[config.mk]
export PLATFORM = sky130hd
export DESIGN_NAME = prio_req_encoder
export DESIGN_NICKNAME = d
export VERILOG_FILES = /design/src/rtl/prio_req_encoder.sv
export SDC_FILE = /design/constraint.sdc
export NUM_CORES = 1
export LEC_CHECK = 0
export ABC_AREA = 1
export CAP_MARGIN = 0
export CORE_UTILIZATION = 45
export CTS_BUF_LIST = sky130_fd_sc_hd__clkbuf_2
export DETAILED_ROUTE_END_ITERATION = 8
export PLACE_DENSITY = 0.75
export SETUP_SLACK_MARGIN = 0.4
export SYNTH_ARGS = -nofsm -noshare
export SYNTH_HDL_FRONTEND = slang
export SYNTH_SLANG_ARGS = --single-unit
[constraint.sdc]
create_clock -name clk -period 4 [get_ports clk]
set_input_delay 0.4 -clock clk [delete_from_list [all_inputs] [get_ports clk]]
set_output_delay 0.4 -clock clk [all_outputs]
set_load 0.01 [all_outputs]
[src/rtl/prio_req_encoder.sv]
// Registered priority encoder with sticky pending requests, per-line masking,
// run-time fixed/round-robin selection and a valid/ready grant port.
module prio_req_encoder #(
    parameter int N = 8,
    parameter int W = $clog2(N)
) (
    input  logic         clk,
    input  logic         rst,
    input  logic [N-1:0] req,
    input  logic [N-1:0] mask,
    input  logic         mode,
    output logic         out_valid,
    input  logic         out_ready,
    output logic [W-1:0] out_idx,
    output logic [N-1:0] pending,
    output logic         any
);

    logic [N-1:0] r_pending;
    logic         r_valid;
    logic [W-1:0] r_idx;
    logic [W-1:0] r_ptr;

    logic         w_accept;
    logic         w_free;
    logic [N-1:0] w_clr;
    logic [N-1:0] w_elig;
    logic         w_fix_hit;
    logic [W-1:0] w_fix_idx;
    logic         w_rr_hit;
    logic [W-1:0] w_rr_idx;
    logic [W-1:0] w_win;

    // Index visited at step k of a round-robin search that begins just after p.
    function automatic logic [W-1:0] rr_wrap(input logic [W-1:0] p, input int k);
        int s;
        s = int'(p) + 1 + k;
        if (s >= N) s = s - N;
        return W'(s);
    endfunction

    assign w_accept = r_valid & out_ready;
    assign w_free   = ~r_valid | w_accept;
    assign w_clr    = w_accept ? (N'(1) << r_idx) : '0;
    // The line being accepted this cycle is excluded so it cannot be granted twice.
    assign w_elig   = r_pending & mask & ~w_clr;

    always_comb begin
        w_fix_hit = 1'b0;
        w_fix_idx = '0;
        for (int i = 0; i < N; i++) begin
            if (!w_fix_hit && w_elig[i]) begin
                w_fix_hit = 1'b1;
                w_fix_idx = W'(i);
            end
        end
    end

    always_comb begin
        w_rr_hit = 1'b0;
        w_rr_idx = '0;
        for (int k = 0; k < N; k++) begin
            if (!w_rr_hit && w_elig[rr_wrap(r_ptr, k)]) begin
                w_rr_hit = 1'b1;
                w_rr_idx = rr_wrap(r_ptr, k);
            end
        end
    end

    assign w_win = mode ? w_rr_idx : w_fix_idx;

    always_ff @(posedge clk) begin
        if (rst) begin
            r_pending <= '0;
            r_valid   <= 1'b0;
            r_idx     <= '0;
            r_ptr     <= W'(N - 1);
        end else begin
            // A new request on the line being cleared keeps its pending bit.
            r_pending <= (r_pending & ~w_clr) | req;
            if (w_accept) r_ptr <= r_idx;
            if (w_free) begin
                if (|w_elig) begin
                    r_valid <= 1'b1;
                    r_idx   <= w_win;
                end else begin
                    r_valid <= 1'b0;
                end
            end
        end
    end

    assign out_valid = r_valid;
    assign out_idx   = r_idx;
    assign pending   = r_pending;
    assign any       = |(r_pending & mask);

endmodule

==> impl_metrics.json <==
{
  "peakVddDrop_uv": 231,
  "vias_per_cell": 5.32,
  "finalSetupViolations": 0,
  "n_fill_cell": 315,
  "syn_area_sq_um": 1510,
  "grt_use_total_pct": 25.5,
  "grt_pass1_vias": 1530,
  "nets": 312,
  "cts_made_buffers": 3,
  "ys_seq_area_share_pct": 19.9,
  "syn_to_final_growth_pct": 25.1,
  "initial_core_util_pct": 48.2,
  "cts_resized": 0,
  "utilization_pct": 60.3,
  "clockBufferDepth": 2,
  "port_buffers": 32,
  "cts_tree": "yes",
  "clk_latency_ns": 0.30,
  "antenna_found_initial": 0,
  "path_clk_slew_ns": 0.16,
  "tns_ns": 0,
  "leakage_nw": 0.942,
  "hold_buffers": 0,
  "gp_congestion": 0.908,
  "diodes": 0,
  "max_slew_margin_pct": 66.3,
  "min-delay-path-class": "flip-flop to flip-flop",
  "postSynthCellCount": 256,
  "rsz0062_at_grt": "false",
  "syn_nets": 278,
  "yosysWarnings": 0,
  "fin_crit_ns": 3.07,
  "tightest_slew_ns": 0.504,
  "fin_cells": 333,
  "drt_iter0_drc": 134,
  "critPathMaxFanout": 13,
  "hold_viol": 0,
  "critPathLaunchType": "flip-flop",
  "maxCapViolCount": 0,
  "die_area_sq_um": 3590,
  "synth_cell_types": 32,
  "fp-row-count": 20,
  "core_sq_um": 3130,
  "required_ns": 4.24,
  "maxSlewViolCount": 0,
  "clock-skew-final_ns": 0.00911,
  "io_pins": 33,
  "drc": 0,
  "hpwl_mm": 3.45,
  "clock-sinks": 15,
  "endpoint_kind": "flip-flop",
  "fin_crit_sh_pct": 76.8,
  "arrival_ns": 3.32,
  "cts_root_buffer": "clkbuf_2",
  "powerDensity_nw_per_um2": 375,
  "synth_seq_cells": 15,
  "die-height_um": 59.9,
  "grt_max_degree": 14,
  "path_class": "flip-flop to flip-flop",
  "dp.cells": 329,
  "dieWidth_um": 59.9,
  "avgSynthCellArea_sq_um": 5.89,
  "cts.htree.levels": 1,
  "cts_setup_buffers": 0,
  "grt_pass1_wl_mm": 7.02,
  "status": "finished clean",
  "firstDrtPassIters": 4,
  "wirelength_mm": 4.26,
  "ant_nets": 0,
  "wl_per_cell_um": 12.8,
  "fmax_mhz": 325,
  "overflow": 0,
  "layout-drive-gt1-share_pct": 9.69,
  "vias": 1773
}
-- report_power, final --
part	total [mW]	internal, mW	switching, mW	leakage [nW]
sequential	0.187	0.166	0.0218	0.125
combinational	0.445	0.166	0.279	0.801
clock	0.0754	0.0226	0.0528	0.0164
-- through the flow --
| step | instance area [sq um] | setup WS, ns | hold slack (ns) | total power, mW |
|---|---|---|---|---|
| after floorplan | 1510 | 1.65 | 0.476 | 0.512 |
| after global placement | 1870 | 1.05 | 0.492 | 0.633 |
| after detailed placement | 1870 | 1.04 | 0.502 | 0.626 |
| after CTS | 1890 | 0.988 | 0.534 | 0.704 |
| after global routing | 1890 | 0.655 | 0.568 | 0.773 |
| final | 1890 | 0.928 | 0.527 | 0.708 |
-- cell families (layout without fill, tap and decap cells) --
kind of cell	Yosys count	in the layout	synth area share [%]
XOR/XNOR	3	3	2.74
adder cells (fa/ha/maj)	2	2	1.66
flip-flops	15	15	19.9
AO/OA/AOI/OAI	31	31	12.0
buffers and inverters	37	70	9.54
AND/OR/NAND/NOR	168	168	54.1
-- layer usage --
layer  GRT usage [%]  up-vias  routed length (um)
met5               0        -                   0
li1                -      923                   -
met1            38.0      774                2070
met4            3.99        0                  31
met3            4.76        4                 301
met2            38.3       72                1850
-- final timing paths --
| kind | cells after the start | from | slack (ns) | endpoint |
|---|---|---|---|---|
| worst min-delay path | 2 | pending[1]$_SDFF_PP0_ | 0.53 | pending[1]$_SDFF_PP0_ |
| worst max-delay path | 12 | r_ptr[0]$_SDFFE_PP1P_ | 0.93 | out_idx[0]$_SDFFE_PP0P_ |
| worst min register to register | 2 | pending[1]$_SDFF_PP0_ | 0.53 | pending[1]$_SDFF_PP0_ |
| worst max register to register | 12 | r_ptr[0]$_SDFFE_PP1P_ | 0.93 | out_idx[0]$_SDFFE_PP0P_ |
-- state kept, by name, indices dropped and copies added (netlist names) --
name and flops:
pending 8, out_idx 3, r_ptr 3, out_valid 1
-- layout by cell type, fill, tap and decap left out, types with 3 or more instances in the layout --
master and instances:
a21oi_1 14, a31oi_1 3, clkbuf_2 3, clkdlybuf4s50_1 32, dfxtp_1 15, inv_1 31
nand2_1 61, nand2_2 8, nand2_4 3, nand3_1 57, nand4_1 6, nor2_1 23
nor2_4 3, o211ai_1 3, o21ai_0 6
-- cell usage after synthesis --
cell / n / share of area (%)
nand2_4: 3 / 2.2
xor2_2: 1 / 1.1
nand2_2: 8 / 3.3
o211ai_1: 3 / 1.5
buf_2: 1 / 0.33
xnor2_2: 1 / 1.1
or2_1: 1 / 0.42
nor2_2: 1 / 0.42
a31oi_1: 3 / 1.2
o21ai_0: 6 / 2.0
buf_4: 1 / 0.50
nor3b_2: 1 / 0.83
nand4_1: 6 / 2.5
nor2_1: 23 / 5.7
inv_2: 2 / 0.50
o31ai_1: 1 / 0.50
ha_1: 2 / 1.7
a21oi_2: 2 / 1.2
nor4_1: 2 / 0.83
nand2_1: 61 / 15
clkinv_1: 1 / 0.25
clkbuf_1: 1 / 0.25
inv_1: 31 / 7.7
nand3_1: 57 / 19
nand4_2: 1 / 0.83
a21boi_0: 1 / 0.50
xor2_1: 1 / 0.58
a21oi_1: 14 / 4.6
dfxtp_1: 15 / 20
o21a_1: 1 / 0.50
nand3_2: 1 / 0.66
nor2_4: 3 / 2.2
-- final cells by class --
cell class	count	area [sq um]	area share, %
clock inverters	1	5.00	0.265
repair buffers	32	320	17.0
flip-flops and latches	15	300	15.9
clock buffers	3	15.0	0.796
well taps	44	55.1	2.92
inverters	34	128	6.76
multi-input cells	204	1060	56.4
-- worst max-delay path: stages, from the launching register on --
cell,delay [ns]
dfxtp_1,0.67
inv_2,0.18
ha_1,0.48
clkinv_1,0.28
xor2_1,0.34
inv_1,0.13
nand3_1,0.14
nand2_1,0.08
nor2_1,0.19
a21boi_0,0.15
nand4_1,0.12
nand3_1,0.11
a21oi_1,0.14
No activity file was read; power rests on OpenSTA's default activity.
